## src/rtl/fifo_read_arbiter_pkg.sv

```systemverilog
// ---------------------------------------------------------------------------
// fifo_arb_pkg
// Shared types and helpers for the FIFO read-port arbiter.
//   arb_state_t : arbiter FSM states (IDLE, BURST)
//   *_DEF       : default values of the arbiter parameters
//   onehot()    : index -> one-hot vector, sized for the largest NREQ (8)
// ---------------------------------------------------------------------------
package fifo_arb_pkg;

  typedef enum logic {
    IDLE  = 1'b0,
    BURST = 1'b1
  } arb_state_t;

  localparam int NREQ_DEF      = 4;
  localparam int DW_DEF        = 8;
  localparam int MAX_BURST_DEF = 4;
  localparam int NREQ_MAX      = 8;

  // Callers slice the low NREQ bits of the result.
  function automatic logic [NREQ_MAX-1:0] onehot(input logic [2:0] idx);
    logic [NREQ_MAX-1:0] v;
    v      = '0;
    v[idx] = 1'b1;
    return v;
  endfunction

endpackage

```

## src/rtl/fifo_read_arbiter_if.sv

```systemverilog
// ---------------------------------------------------------------------------
// fifo_read_arbiter_if
// Bundle between the arbiter, the FIFO read side and the consumers.
//   req         : per-consumer level read request
//   rempty      : registered empty flag from the read gray counter
//   mem_rdata   : head word of the FIFO memory
//   read_enable : pop strobe to the read gray counter
//   grant       : one-hot current owner (0 when idle)
//   dout        : registered data bus shared by all consumers
//   dvalid      : one-hot qualifier telling which consumer owns dout
//   busy        : high while a burst is in progress
// Modports: master = arbiter side, slave = FIFO/consumer side.
// ---------------------------------------------------------------------------
interface fifo_read_arbiter_if #(
  parameter int NREQ = 4,
  parameter int DW   = 8
);
  logic [NREQ-1:0] req;
  logic            rempty;
  logic [DW-1:0]   mem_rdata;
  logic            read_enable;
  logic [NREQ-1:0] grant;
  logic [DW-1:0]   dout;
  logic [NREQ-1:0] dvalid;
  logic            busy;

  modport master (
    input  req, rempty, mem_rdata,
    output read_enable, grant, dout, dvalid, busy
  );

  modport slave (
    output req, rempty, mem_rdata,
    input  read_enable, grant, dout, dvalid, busy
  );
endinterface

```

## src/rtl/fifo_read_arbiter_rr_pick.sv

```systemverilog
// ---------------------------------------------------------------------------
// rr_pick
// Combinational round-robin picker: returns the first requester strictly
// after i_last_owner, wrapping modulo NREQ (i_last_owner itself is checked
// last).
//   i_req        : request vector
//   i_last_owner : index of the most recent owner
//   o_pick       : chosen index (valid only when o_valid)
//   o_valid      : at least one request is present
// ---------------------------------------------------------------------------
module rr_pick #(
  parameter  int NREQ = 4,
  localparam int IW   = $clog2(NREQ)
) (
  input  logic [NREQ-1:0] i_req,
  input  logic [IW-1:0]   i_last_owner,
  output logic [IW-1:0]   o_pick,
  output logic            o_valid
);

  logic [IW-1:0] w_idx;

  // Scan from the farthest candidate to the nearest so the nearest
  // requester is the last assignment and therefore wins.
  always_comb begin
    o_pick  = '0;
    o_valid = 1'b0;
    w_idx   = '0;
    for (int k = NREQ; k >= 1; k--) begin
      w_idx = IW'((int'(i_last_owner) + k) % NREQ);
      if (i_req[w_idx]) begin
        o_pick  = w_idx;
        o_valid = 1'b1;
      end
    end
  end

endmodule

```

## src/rtl/fifo_read_arbiter.sv

```systemverilog
// ---------------------------------------------------------------------------
// fifo_read_arbiter
// Shares one async-FIFO read port between NREQ consumers. Grants round-robin,
// holds each grant for at most MAX_BURST pops, and returns popped words on a
// registered shared bus qualified by a one-hot dvalid.
//   clk : read-domain clock
//   rst : asynchronous active-high reset
//   bus : fifo_read_arbiter_if.master (req/rempty/mem_rdata in;
//         read_enable/grant/dout/dvalid/busy out)
// ---------------------------------------------------------------------------
module fifo_read_arbiter
  import fifo_arb_pkg::*;
#(
  parameter  int NREQ      = NREQ_DEF,
  parameter  int DW        = DW_DEF,
  parameter  int MAX_BURST = MAX_BURST_DEF,
  localparam int CW        = $clog2(MAX_BURST + 1),
  localparam int IW        = $clog2(NREQ)
) (
  input logic                clk,
  input logic                rst,
  fifo_read_arbiter_if.master bus
);

  arb_state_t      r_state;
  logic [IW-1:0]   r_owner;
  logic [IW-1:0]   r_last_owner;
  logic [CW-1:0]   r_burst_cnt;
  logic [NREQ-1:0] r_grant;
  logic [NREQ-1:0] r_dvalid;
  logic [DW-1:0]   r_dout;
  logic            r_busy;

  logic [IW-1:0]       w_pick;
  logic                w_pick_valid;
  logic                w_read_enable;
  logic                w_exit;
  logic [CW-1:0]       w_cnt_next;
  logic [NREQ_MAX-1:0] w_pick_oh;
  logic [NREQ_MAX-1:0] w_owner_oh;

  rr_pick #(.NREQ(NREQ)) u_rr_pick (
    .i_req        (bus.req),
    .i_last_owner (r_last_owner),
    .o_pick       (w_pick),
    .o_valid      (w_pick_valid)
  );

  assign w_pick_oh  = onehot(3'(w_pick));
  assign w_owner_oh = onehot(3'(r_owner));

  // Pop only for a still-requesting owner, with data present and burst
  // budget left; never while empty.
  assign w_read_enable = (r_state == BURST) && bus.req[r_owner] &&
                         !bus.rempty && (r_burst_cnt < CW'(MAX_BURST));

  // cnt < MAX_BURST whenever a pop happens, so the sum fits in CW bits.
  assign w_cnt_next = r_burst_cnt + CW'(w_read_enable);

  // Any exit condition (or several at once) ends the burst on this edge;
  // a pop in the same cycle still takes place.
  assign w_exit = !bus.req[r_owner] || bus.rempty ||
                  (w_cnt_next == CW'(MAX_BURST));

  always_ff @(posedge clk or posedge rst) begin
    if (rst) begin
      r_state      <= IDLE;
      r_owner      <= '0;
      r_last_owner <= IW'(NREQ - 1);
      r_burst_cnt  <= '0;
      r_grant      <= '0;
      r_dvalid     <= '0;
      r_dout       <= '0;
      r_busy       <= 1'b0;
    end else begin
      // data return stage: word popped this cycle appears next cycle
      if (w_read_enable) begin
        r_dout   <= bus.mem_rdata;
        r_dvalid <= w_owner_oh[NREQ-1:0];
      end else begin
        r_dvalid <= '0;
      end

      // control stage
      case (r_state)
        IDLE: begin
          if (!bus.rempty && w_pick_valid) begin
            r_state     <= BURST;
            r_owner     <= w_pick;
            r_grant     <= w_pick_oh[NREQ-1:0];
            r_busy      <= 1'b1;
            r_burst_cnt <= '0;
          end
        end
        BURST: begin
          r_burst_cnt <= w_cnt_next;
          if (w_exit) begin
            r_state      <= IDLE;
            r_grant      <= '0;
            r_busy       <= 1'b0;
            r_last_owner <= r_owner;
          end
        end
        default: r_state <= IDLE;
      endcase
    end
  end

  assign bus.read_enable = w_read_enable;
  assign bus.grant       = r_grant;
  assign bus.dout        = r_dout;
  assign bus.dvalid      = r_dvalid;
  assign bus.busy        = r_busy;

endmodule

```

## src/flat_wrapper.sv

```systemverilog
// flat-port wrapper written by rule: the top's interface ports become plain ports
module fifo_read_arbiter_flat import fifo_arb_pkg::*;
#(
  parameter  int NREQ      = NREQ_DEF,
  parameter  int DW        = DW_DEF,
  parameter  int MAX_BURST = MAX_BURST_DEF,
  localparam int CW        = $clog2(MAX_BURST + 1),
  localparam int IW        = $clog2(NREQ)
)
  (clk, rst, bus_req, bus_rempty, bus_mem_rdata, bus_read_enable, bus_grant, bus_dout, bus_dvalid, bus_busy);
  fifo_read_arbiter_if #(.NREQ(NREQ), .DW(DW)) bus_i ();
  input logic clk;
  input logic rst;
  input wire logic [$bits(bus_i.req)-1:0] bus_req;
  input wire logic [$bits(bus_i.rempty)-1:0] bus_rempty;
  input wire logic [$bits(bus_i.mem_rdata)-1:0] bus_mem_rdata;
  output wire logic [$bits(bus_i.read_enable)-1:0] bus_read_enable;
  output wire logic [$bits(bus_i.grant)-1:0] bus_grant;
  output wire logic [$bits(bus_i.dout)-1:0] bus_dout;
  output wire logic [$bits(bus_i.dvalid)-1:0] bus_dvalid;
  output wire logic [$bits(bus_i.busy)-1:0] bus_busy;
  assign bus_i.req = bus_req;
  assign bus_i.rempty = bus_rempty;
  assign bus_i.mem_rdata = bus_mem_rdata;
  assign bus_read_enable = bus_i.read_enable;
  assign bus_grant = bus_i.grant;
  assign bus_dout = bus_i.dout;
  assign bus_dvalid = bus_i.dvalid;
  assign bus_busy = bus_i.busy;
  fifo_read_arbiter #(.NREQ(NREQ), .DW(DW), .MAX_BURST(MAX_BURST)) u_core (.clk(clk), .rst(rst), .bus(bus_i));
endmodule
```

## config.mk

```make
export PLATFORM = sky130hd
export DESIGN_NAME = fifo_read_arbiter_flat
export DESIGN_NICKNAME = d
export VERILOG_FILES = /design/src/rtl/fifo_read_arbiter_pkg.sv /design/src/rtl/fifo_read_arbiter_if.sv /design/src/rtl/fifo_read_arbiter_rr_pick.sv /design/src/rtl/fifo_read_arbiter.sv /design/src/flat_wrapper.sv
export SDC_FILE = /design/constraint.sdc
export NUM_CORES = 1
export LEC_CHECK = 0
export CORE_ASPECT_RATIO = 0.8
export CORE_UTILIZATION = 30
export CTS_CLUSTER_SIZE = 12
export DETAILED_ROUTE_END_ITERATION = 10
export GPL_TIMING_DRIVEN = 0
export PLACE_DENSITY = 0.62
export SYNTH_ARGS = -nofsm -noshare
export SYNTH_HDL_FRONTEND = slang
export SYNTH_SLANG_ARGS = --single-unit
```

## constraint.sdc

```tcl
create_clock -name clk -period 5.9 [get_ports clk]
set_clock_uncertainty 0.15 [all_clocks]
set_input_delay 1.18 -clock clk [delete_from_list [all_inputs] [get_ports clk]]
set_output_delay 1.18 -clock clk [all_outputs]
set_load 0.02 [all_outputs]
```

==> results of run 1 <==
[cell usage after synthesis (2+ instances only)]
library cell | number | share of area (%)
sky130_fd_sc_hd__dfstp_2 | 2 | 4.6
sky130_fd_sc_hd__a22o_1 | 2 | 1.5
sky130_fd_sc_hd__mux2i_1 | 3 | 2.6
sky130_fd_sc_hd__a31o_2 | 2 | 1.5
sky130_fd_sc_hd__nor3_1 | 3 | 1.3
sky130_fd_sc_hd__mux2_4 | 7 | 9.2
sky130_fd_sc_hd__a32o_1 | 2 | 1.8
sky130_fd_sc_hd__a21o_1 | 3 | 2.0
sky130_fd_sc_hd__and3_1 | 2 | 1.1
sky130_fd_sc_hd__ha_1 | 2 | 2.2
sky130_fd_sc_hd__nor2b_1 | 2 | 1.1
sky130_fd_sc_hd__dfrtp_1 | 23 | 50
sky130_fd_sc_hd__o21ai_0 | 2 | 0.88
sky130_fd_sc_hd__nand2_1 | 3 | 0.98
sky130_fd_sc_hd__nand2b_1 | 4 | 2.2
sky130_fd_sc_hd__o2bb2ai_1 | 2 | 1.5
sky130_fd_sc_hd__mux2_2 | 4 | 3.9
sky130_fd_sc_hd__inv_1 | 3 | 0.98
[power by group through the flow]
stage / Sequential, mW / Combinational [mW] / Clock (mW)
after floorplan: 0.342 / 0.178 / 0
after global placement: 0.292 / 0.361 / 0
after detailed placement: 0.296 / 0.364 / 0
after CTS: 0.294 / 0.366 / 0.106
after global routing: 0.305 / 0.391 / 0.114
final: 0.293 / 0.362 / 0.103
[final timing paths]
path	from	to	depth (start not counted)
setup / recovery	bus_req[3]	bus_read_enable	7
hold / removal	u_core.bus.grant[0]	u_core.bus.grant[0]	1
setup reg to reg	u_core.r_owner[0]	u_core.bus.grant[3]	10
hold reg to reg	u_core.bus.grant[0]	u_core.bus.grant[0]	1
max in group asynchronous	rst	u_core.r_owner[0]	2
min in group asynchronous	rst	u_core.bus.dout[6]	2
[stage by stage]
| step | power (mW) | instance area, µm² |
|---|---|---|
| after floorplan | 0.5205 | 1144 |
| after CTS | 0.7663 | 1565 |
| after global placement | 0.6532 | 1516 |
| after global routing | 0.8109 | 1565 |
| final | 0.7581 | 1565 |
| after detailed placement | 0.6605 | 1516 |
[layout make-up]
cell class,instances,share of cell area [%]
Buffer,1,1.279
Inverter,4,1.039
Clock inverter,1,0.4796
Tap cell,42,3.357
Timing Repair Buffer,32,20.46
Sequential cell,25,40.13
Clock buffer,3,2.638
Multi-Input combinational cell,56,30.62
[cell families after synthesis]
family | share of synthesized area, %
DFF | 54.92
buffers and inverters | 3.172
adders and majority gates | 2.188
muxes | 15.75
and+or+nand+nor | 10.28
xor gates and xnor gates | 0.7660
AOI/OAI and AO/OA | 12.91
[per-layer routing]
layer,part of all wire (%),wire [µm],vias to the layer above
met5,0,0,-
met4,0,0,0
met3,8.3,180,0
met2,42,921,28
met1,49,1069,404
li1,-,-,393
[worst reg2reg max path, cell delays in order (launching register included)]
cell	delay, ns
sky130_fd_sc_hd__dfrtp_1	0.45
sky130_fd_sc_hd__or2_1	0.26
sky130_fd_sc_hd__o22a_1	0.18
sky130_fd_sc_hd__or3_4	0.35
sky130_fd_sc_hd__clkinv_2	0.08
sky130_fd_sc_hd__buf_12	0.14
sky130_fd_sc_hd__ha_1	0.15
sky130_fd_sc_hd__ha_1	0.23
sky130_fd_sc_hd__or3_1	0.40
sky130_fd_sc_hd__a31o_2	0.29
sky130_fd_sc_hd__a32o_1	0.21
[registers in the layout (all words and copies together) (netlist names)]
signal	count
u_core.bus.busy	1
u_core.bus.dout	8
u_core.bus.dvalid	4
u_core.bus.grant	4
u_core.r_burst_cnt	3
u_core.r_last_owner	2
u_core.r_owner	2
u_core.r_state	1
==> results.md, run 1 <==
Routing:
- The violation count after the first detailed-routing iteration is 21.
- In this run the remaining antenna-violating nets after routing total 0.
- The via count normalized by instance count is 5.030.
- The DRC violations left is 4.
- Dividing the detail-routed wire length by the instance count gives 13.24 µm.
- For this run, the detailed router's first-pass iteration total came to 7.
- The routed layout has 825 vias.
- The overall routed net length is 2172 µm.

Global route:
- After global routing the overflow that remains totals 0.
- The most heavily used metal layer in global routing is met2.
- Across every metal layer, demand over resource in global routing totals 11.91%.
- Entering global routing, the biggest net connects 26 pins.
- For met1 alone, demand over resource in global routing was 15.58%.
- For this run, global-route usage on met3 was measured as 4.947%.
- The first global-routing pass estimated 3739 µm of wire.
- The met2 track utilization from global routing is 18.82%.
- The via count of the first global-routing pass came to 802.
- The initial antenna violation count is 0.

Timing:
- Setup repair after global routing left no endpoint under its margin.
- Setup slack on the critical path of the routed design comes to 1.328 ns.
- Measured against its own limit, the worst slew margin works out to 38.87%.
- After layout, the worst path uses 77.50% of the clock period.
- The worst path needs 4.572 ns of the cycle, external delays included.
- The highest achievable clock rate is 218.7 MHz.
- The final count of pins violating max slew is 0.
- The number of endpoints with negative hold slack in the final report is 0.
- The transition at the pin with the smallest max-transition slack is 0.9159 ns.
- The hold slack is 0.3551 ns.
- Setup violations remaining at the end of the flow were counted as 0.
- Summed over all failing endpoints, the final setup total negative slack is 0 ns.

Power:
- The power density over the cells is 484.3 mW/mm².
- The clock network power share is 13.5%.
- The sequential share of power is 38.7%.
- Internal power comes to 0.4930 mW.
- For this design the total switching power over the nets is 0.2650 mW.
- The leakage power is 0.6801 nW.
- The combinational share of power is 47.8%.
- The highest ir drop seen on vdd is 0.1713 mV.
- The switching share of total power is 34.96%.

Setup path:
- Along the worst path, the maximum fanout reaches 11.
- The kind of cell with the highest combined delay along the critical path is buffers and inverters.
- For this design, the slowest cell found on the critical path is sky130_fd_sc_hd__clkdlybuf4s50_1.
- The register-to-register path setup slack is 2.90 ns.
- The signal on the critical path passes through clkdlybuf4s50_1 > mux2i_1 > o22a_1 > or3_4 > clkinv_2 > buf_12 > clkdlybuf4s50_1.
- Data arrives at the worst endpoint at 3.24 ns.
- The critical path required time is 4.57 ns.
- The critical path buffer and inverter count is 4.
- The sort of element at the start of the critical path is an input port.
- The type of the worst setup path is in -> out.
- The most common cell type on the critical path is sky130_fd_sc_hd__clkdlybuf4s50_1.
- The nature of the critical path endpoint is a primary output.
- In this design, the stage delay of the slowest critical-path cell is 0.60 ns.

Die:
- The effective utilization at floorplan is 32.29%.
- The row count is 19.
- The area of the die is 0.004064 mm².
- The die boundary height is 57.22 µm.
- The die boundary width is 71.03 µm.
- The I/O pin total is 33.
- The floorplan core area is 0.003542 mm².

Finish:
- The fraction of layout cells with a size suffix above 1 is 18.03%.
- The library cell used most frequently in the layout, excluding fill and tap cells, is sky130_fd_sc_hd__clkdlybuf4s50_1.
- 0 antenna diodes ended up in the layout.
- Registers take 628.1 µm².
- The multi-input logic area is 479.2 µm².
- The filler cells instantiated in the layout total 327.
- The final layout contains 140 nets.
- In the layout the commonest cells are sky130_fd_sc_hd__clkdlybuf4s50_1 (32), sky130_fd_sc_hd__dfrtp_1 (23), sky130_fd_sc_hd__mux2_4 (7), sky130_fd_sc_hd__nand2b_1 (4), sky130_fd_sc_hd__mux2_2 (4).
- The non-filler instance count after layout is 164.
- The area growth from synthesis to layout is 36.87%.
- The utilization of the core after routing is 44.19%.

Synth:
- The number of flops mapped to enable cells by yosys is 0.
- The cell area after synthesis is 0.001144 mm².
- The proportion of synthesized flip-flops having asynchronous set or reset is 100.0%.
- The synthesis warning total is 0.
- The most common flop cell mapped by yosys is sky130_fd_sc_hd__dfrtp_1.
- In this run the mean area of a mapped cell was 13.30 µm².
- Counting every net in the synthesized netlist gives 103.
- The number of instances in the synthesized netlist is 86.
- The number of storage elements in the synthesis netlist is 25.
- The count of unique library cells instantiated by Yosys is 33.
- The sequential fraction of the synthesis area is 54.92%.

Place:
- The pre-CTS setup slack is 1.322 ns.
- Counting tap cells, the placed design contains a total of 160 instances.
- The detailed placement HPWL is 1631 µm.
- The total of buffers placed on input and output ports is 32.
- At the end of routability-driven placement, the weighted congestion stood at 0.7934.

Clock network:
- The number of sinks handled by clock tree synthesis is 25.
- The CTS H-tree depth is 1.
- CTS placed an instance of sky130_fd_sc_hd__clkbuf_8 at the clock tree root.
- Clock-pin slew was measured on the worst setup and hold paths at 0.08 ns.
- The number of hold buffers added after CTS was 0.
- The clock tree from TritonCTS is built.
- In this run the post-CTS setup repair buffer count came out at 0.
- Buffers inserted during clock tree synthesis total 3.
- The insertion delay to the later sink of the worst-skew pair is 0.27 ns.
- The clock tree buffer depth is 2.
- The number of gates resized after CTS is 0.

Hold path:
- The classification of the worst-slack hold path is reg -> reg.

Job:
- The number of max-capacitance violations reported is 0.

Status:
- The flow ran to the end, but the final reports show violations.
- The checks that failed: DRC.
Note: power is estimated with default switching activity, not from simulation.
==> run 2: changes to the inputs <==
clock period = 4.6 ns   (was 5.9 ns; I/O delays follow)
==> results of run 2 <==
Same layout as run 1 (identical final DEF). Status: finished with violations: DRC.
Main changes from that run: setup slack after placement 1.322 ns -> 0.5421 ns; setup slack after layout 1.328 ns -> 0.5477 ns; register-to-register setup slack 2.90 ns -> 1.60 ns; total power 0.7581 mW -> 0.9723 mW; worst IR drop on VDD 0.1713 mV -> 0.2197 mV
